==> config.mk <==
export PLATFORM = sky130hd
export DESIGN_NAME = cpu_with_memory
export DESIGN_NICKNAME = d
export VERILOG_FILES = /design/src/rtl/cpu_with_memory.sv
export SDC_FILE = /design/constraint.sdc
export NUM_CORES = 1
export LEC_CHECK = 0
export ABC_CLOCK_PERIOD_IN_PS = 6900
export CAP_MARGIN = 20
export CELL_PAD_IN_SITES_DETAIL_PLACEMENT = 1
export CELL_PAD_IN_SITES_GLOBAL_PLACEMENT = 2
export CORE_ASPECT_RATIO = 0.9
export CORE_MARGIN = 1.5
export CORE_UTILIZATION = 32
export DETAILED_ROUTE_END_ITERATION = 8
export PLACE_DENSITY_LB_ADDON = 0.1
export SETUP_SLACK_MARGIN = 0.2
export SLEW_MARGIN = 20
export SYNTH_ARGS = -nofsm -noshare
export SYNTH_HDL_FRONTEND = slang
export SYNTH_SLANG_ARGS = --single-unit
==> constraint.sdc <==
create_clock -name clk -period 6.9 [get_ports clk]
set_input_delay 0.69 -clock clk [delete_from_list [all_inputs] [get_ports clk]]
set_output_delay 0.69 -clock clk [all_outputs]
set_load 0.02 [all_outputs]
==> src/rtl/cpu_with_memory.sv <==
// Single-cycle 16-bit-instruction core with an 8x32 register file, 64x32 RAM, an SW input and an LED register.
// One instruction retires per clk edge. There is no backpressure; loads and stores complete in the same cycle.
module cpu_with_memory (
  input  logic        clk,
  input  logic        reset,
  input  logic [31:0] SW,
  output logic [31:0] LED
);

  localparam logic [3:0] OP_ADD  = 4'h1;
  localparam logic [3:0] OP_SUB  = 4'h2;
  localparam logic [3:0] OP_AND  = 4'h3;
  localparam logic [3:0] OP_OR   = 4'h4;
  localparam logic [3:0] OP_XOR  = 4'h5;
  localparam logic [3:0] OP_ADDI = 4'h6;
  localparam logic [3:0] OP_LD   = 4'h7;
  localparam logic [3:0] OP_ST   = 4'h8;
  localparam logic [3:0] OP_BEQ  = 4'h9;
  localparam logic [3:0] OP_JMP  = 4'hA;

  logic [5:0]  pc_q, pc_d;
  logic [31:0] rf_q [8];
  logic [31:0] ram_q [64];
  logic [31:0] led_q;

  logic [15:0] instr;
  logic [3:0]  op;
  logic [2:0]  rd, rs, rt;
  logic [31:0] imm;
  logic [31:0] rd_val, rs_val, rt_val, ea;
  logic [7:0]  addr;
  logic [31:0] ld_dat;
  logic        wr_en_d, st_en_d;
  logic [31:0] wr_dat_d;

  always_comb begin
    instr = 16'h0000;
    case (pc_q)
      6'd0:    instr = 16'h723E;
      6'd1:    instr = 16'h6241;
      6'd2:    instr = 16'h823F;
      6'd3:    instr = 16'hA000;
      default: instr = 16'h0000;
    endcase
  end

  assign op     = instr[15:12];
  assign rd     = instr[11:9];
  assign rs     = instr[8:6];
  assign rt     = instr[5:3];
  assign imm    = {{26{instr[5]}}, instr[5:0]};
  assign rd_val = (rd == 3'd0) ? 32'd0 : rf_q[rd];
  assign rs_val = (rs == 3'd0) ? 32'd0 : rf_q[rs];
  assign rt_val = (rt == 3'd0) ? 32'd0 : rf_q[rt];
  assign ea     = rs_val + imm;
  assign addr   = ea[7:0];
  assign LED    = led_q;

  // Data address decode: RAM low, SW and LED at the top two addresses.
  always_comb begin
    ld_dat = 32'd0;
    if (addr[7:6] == 2'b00) ld_dat = ram_q[addr[5:0]];
    else if (addr == 8'hFE) ld_dat = SW;
    else if (addr == 8'hFF) ld_dat = led_q;
  end

  always_comb begin
    pc_d     = pc_q + 6'd1;
    wr_en_d  = 1'b0;
    st_en_d  = 1'b0;
    wr_dat_d = 32'd0;
    case (op)
      OP_ADD:  begin wr_en_d = 1'b1; wr_dat_d = rs_val + rt_val; end
      OP_SUB:  begin wr_en_d = 1'b1; wr_dat_d = rs_val - rt_val; end
      OP_AND:  begin wr_en_d = 1'b1; wr_dat_d = rs_val & rt_val; end
      OP_OR:   begin wr_en_d = 1'b1; wr_dat_d = rs_val | rt_val; end
      OP_XOR:  begin wr_en_d = 1'b1; wr_dat_d = rs_val ^ rt_val; end
      OP_ADDI: begin wr_en_d = 1'b1; wr_dat_d = ea; end
      OP_LD:   begin wr_en_d = 1'b1; wr_dat_d = ld_dat; end
      OP_ST:   st_en_d = 1'b1;
      OP_BEQ:  if (rd_val == rs_val) pc_d = pc_q + 6'd1 + instr[5:0];
      OP_JMP:  pc_d = instr[5:0];
      default: ;
    endcase
  end

  always_ff @(posedge clk) begin
    if (!reset) begin
      pc_q  <= 6'd0;
      led_q <= 32'd0;
      for (int i = 0; i < 8; i++) rf_q[i] <= 32'd0;
    end else begin
      pc_q <= pc_d;
      if (wr_en_d && rd != 3'd0) rf_q[rd] <= wr_dat_d;
      if (st_en_d && addr == 8'hFF) led_q <= rd_val;
    end
  end

  // RAM has no reset; contents are undefined until software writes them.
  always_ff @(posedge clk) begin
    if (reset && st_en_d && addr[7:6] == 2'b00) ram_q[addr[5:0]] <= rd_val;
  end

endmodule

==> results.txt <==
The synthesized netlist cell count came out at 5180. The least setup slack across all paths after layout is 255 ps. Routability-driven placement finished with a final weighted congestion of 0.847. The number of sinks driven by the clock tree came out at 2118. In this run the tool buffered the top-level ports with 65 buffer cells. The leading register cell type out of synthesis is sky130_fd_sc_hd__edfxtp_1. The all-layer global routing usage is 0.251.

Counting the fill cells in the layout gives 26000. After synthesis the netlist holds a flip-flop and latch count of 2118. The largest net degree at the start of global routing came out at 94.

The post-route fraction of the period consumed by the critical path is 0.963. The die area is 0.260 mm2. The worst setup path is captured at a flop.

Traced cell by cell, the critical path runs through or4_4 > nor2_2 > fa_4 > inv_4 > nor2_4 > nand2_4 > buf_12 > buf_4 > o22ai_1 > nor4_1 > o22ai_1 > nor4_1 > buf_4 > a221o_1. Along the worst path, the maximum fanout reaches 22. The mux cell area share after synthesis is 0.0296. The synthesized netlist contains 89 unique library cells. Across the run, the number of max-cap violations was 0. The complex-gate fraction of the synthesized area is 0.104.

The worst-case setup slack after placement came out at 268 ps. The area share of the largest cell type after synthesis came out at 0.760. Headroom to the max-slew limit came out at 0.100. The measured slew at the worst slew-check pin came out at 1340 ps. Relative to the synthesized area, the layout overhead comes to 21.6%.

The largest individual stage delay along the critical path comes from the cell sky130_fd_sc_hd__fa_4. Hold repair after CTS inserted 0 buffers. Counting flops with a built-in enable in the synthesized netlist gives 2080. The proportion of synthesized flip-flops having asynchronous set or reset came out at 0. The maximum resistive drop on vdd came out at 0.337 mV. The most common cell in the synthesized netlist is sky130_fd_sc_hd__edfxtp_1. The sum of buffers and inverters on the critical path came out at 4. The area used by sequential logic in the layout is 0.0632 mm2. The global-route congestion overflow total came out at 0. Ranked by instance count, the synthesized netlist is headed by sky130_fd_sc_hd__edfxtp_1 (2080), sky130_fd_sc_hd__nand2_1 (617), sky130_fd_sc_hd__o22ai_1 (416).

On the critical path the largest part of the delay comes from simple AND/OR/NAND/NOR gates. The post-CTS resize count is 0. The placed wire-length estimate after detailed placement is 197000 um. The synthesized-area fraction occupied by adder cells came out at 0.00542. The endpoint required time on the critical path came out at 7680 ps. The signal arrival time at the worst endpoint is 7420 ps.

The count of final max-slew check failures is 0. Setup repair after global routing left no endpoint under its margin. The floorplan has 176 rows. The later-pin clock latency in the skew report is 910 ps. The class of the tightest hold or removal check is flop to flop.

The clock tree skew after final layout is 49.3 ps. Summed over all cells, the static leakage comes to 35.1 nW. The total DRC errors in the routed layout is 0. After synthesis, the largest family of logic cells by area is compound AO/OA/AOI/OAI gates.

The utilization after layout came out at 0.391. The multi-input combinational cell area came out at 0.0218 mm2. The mapped cell area is 0.0822 mm2. At the end of the flow, the number of nets in the layout was 6521.

The maximum cell stage delay along the critical path came out at 950 ps. Setup violations remaining at the end of the flow were counted as 0. The maximum operating frequency is 150 MHz. Summed over all instances, the cell type with the most area after synthesis is sky130_fd_sc_hd__edfxtp_1.

The width of the die is 537 um. Of the total synthesized cell area, the portion taken by AND, OR, NAND and NOR gates is 0.0687. The post-CTS setup buffer count came out at 0. The flow ran to the end, and the final reports show no timing, DRC or antenna violations. The detail route stage leaves a number of antenna-violating nets equal to 0. The setup path with the least slack is of type flop to flop.

66 I/O pins were placed. The cell sitting at the root of the clock tree is a sky130_fd_sc_hd__clkbuf_16. Clock-pin slew was measured on the worst setup and hold paths at 60 ps. The first global-routing pass estimated 448000 um of wire. A synthesized cell averages 15.9 um2. The met1 track demand over resource came out at 0.376.

The initial core utilization is 0.322. The first-pass iteration count of the detailed router is 6. The power per unit of standard cell area is 402 mW/mm2. The number of levels in the clock H-tree is 4. The proportion of layout cells with a drive suffix above 1 is 0.127. The met2 usage is 0.385. The number of antenna violations at the first check in global routing is 32. After detailed routing, the number of vias per cell comes to 5.29. The xor and xnor area share after synthesis came out at 0.00277. TritonCTS built the clock tree.

The average detailed-routed wire length per instance is 32.9 um. The die outline height came out at 484 um. STA classifies the critical path startpoint as a flop. The post-route total power is 40.2 mW. The busiest layer in global routing is met2. The routed layout has 53100 vias. The area inside the core boundary came out at 0.255 mm2. The number of clock buffers inserted by TritonCTS is 237. The number of global-route vias before repair is 52600. The count of warnings emitted by yosys is 0. The total count of hold-check failures in the final report is 0. Yosys attributes the largest share of cell area to sky130_fd_sc_hd__edfxtp_1 (76%), sky130_fd_sc_hd__o22ai_1 (3.2%), sky130_fd_sc_hd__nand2_1 (2.8%), sky130_fd_sc_hd__mux4_2 (1.8%), sky130_fd_sc_hd__dfxtp_1 (0.93%). The post-synthesis sequential area ratio came out at 0.769. The global-route track usage on met3 came out at 0.0360. The shortest period the worst path allows came out at 6640 ps.

The maximum clock path buffer count came out at 4. The number of DRC violations after detailed-routing iteration 0 came out at 6129. The aggregate routed wire length is 330000 um.
-- routing by layer --
metal  wire length (um)  up-vias  share of wire
li1                   -    22400              -
met1             154000    28500           0.47
met2             148000     1733           0.45
met3              20300      362          0.062
met4               6820        4          0.021
met5                 31        -       0.000094
-- through the flow --
stage	cells	cell area (um2)	setup TNS (ps)	hold WS [ps]
after CTS	10000	100000	0	479
final	10000	100000	0	475
after global placement	9592	92700	-349	467
after floorplan	6203	86000	0	493
after global routing	10000	100000	0	498
after detailed placement	9594	92800	0	471
-- registers in the layout (all words and copies together), names as in the netlist --
register and count:
ram_q 2048, LED 32, pc_q 6, rf_q 32
-- logic make-up after synthesis --
group,after synthesis
and+or+nand+nor,1243
other,1
adders and majority gates,35
buffers and inverters,391
DFF,2118
muxes,159
AOI/OAI and AO/OA,1207
xor gates and xnor gates,26
-- worst reg2reg max path, delay by kind of cell (launching register included) --
kind / cells / cell delay [ps]
adders and majority gates: 1 / 950
DFF: 1 / 340
buffers and inverters: 4 / 1260
and+or+nand+nor: 6 / 3590
AOI/OAI and AO/OA: 3 / 440
-- cell usage in the layout, fill, tap and decap left out, types with 34 or more instances in the layout --
| cell type | count |
|---|---|
| sky130_fd_sc_hd__clkbuf_16 | 238 |
| sky130_fd_sc_hd__o221ai_1 | 83 |
| sky130_fd_sc_hd__dfxtp_1 | 38 |
| sky130_fd_sc_hd__o22ai_1 | 416 |
| sky130_fd_sc_hd__and3_1 | 34 |
| sky130_fd_sc_hd__conb_1 | 1024 |
| sky130_fd_sc_hd__mux4_2 | 64 |
| sky130_fd_sc_hd__mux2_2 | 34 |
| sky130_fd_sc_hd__clkinv_2 | 34 |
| sky130_fd_sc_hd__clkinv_1 | 73 |
| sky130_fd_sc_hd__a21oi_1 | 125 |
| sky130_fd_sc_hd__buf_4 | 253 |
| sky130_fd_sc_hd__mux2i_1 | 61 |
| sky130_fd_sc_hd__o21ai_0 | 101 |
| sky130_fd_sc_hd__nor2_1 | 97 |
| sky130_fd_sc_hd__clkdlybuf4s50_1 | 65 |
| sky130_fd_sc_hd__edfxtp_1 | 2080 |
| sky130_fd_sc_hd__buf_12 | 41 |
| sky130_fd_sc_hd__a31oi_1 | 54 |
| sky130_fd_sc_hd__ha_1 | 34 |
| sky130_fd_sc_hd__nand2_1 | 610 |
| sky130_fd_sc_hd__nor4_1 | 36 |
| sky130_fd_sc_hd__a311oi_1 | 34 |
| sky130_fd_sc_hd__nor2_4 | 36 |
| sky130_fd_sc_hd__nand3_1 | 131 |
| sky130_fd_sc_hd__inv_1 | 39 |
| sky130_fd_sc_hd__nor3_1 | 117 |
| sky130_fd_sc_hd__clkbuf_1 | 55 |
-- area by class of cell --
cell class              instances  share of cell area
clock inverters               127             0.00962
flip-flops and latches       2118               0.632
diodes                          4            0.000100
multi-input cells            3694               0.218
repair buffers                361              0.0338
clock buffers                 298              0.0623
well taps                    3382              0.0423
inverters                      40             0.00153
-- power by group --
group | internal, mW | leakage, nW | switching [mW]
Sequential | 16.0 | 20.5 | 0.304
Combinational | 3.08 | 11.1 | 8.74
Clock | 6.79 | 3.52 | 5.26
-- worst paths after layout --
| check | from | cells after the start | to | slack, ps |
|---|---|---|---|---|
| setup / recovery | pc_q[4]$_SDFF_PN0_ | 14 | rf_q[1][6]$_SDFFCE_PN0P_ | 260 |
| hold / removal | LED[24]$_SDFFE_PN0P_ | 2 | LED[24]$_SDFFE_PN0P_ | 480 |
| setup reg to reg | pc_q[4]$_SDFF_PN0_ | 14 | rf_q[1][6]$_SDFFCE_PN0P_ | 260 |
| hold reg to reg | LED[24]$_SDFFE_PN0P_ | 2 | LED[24]$_SDFFE_PN0P_ | 480 |
Power figures use the tool's default switching activity.
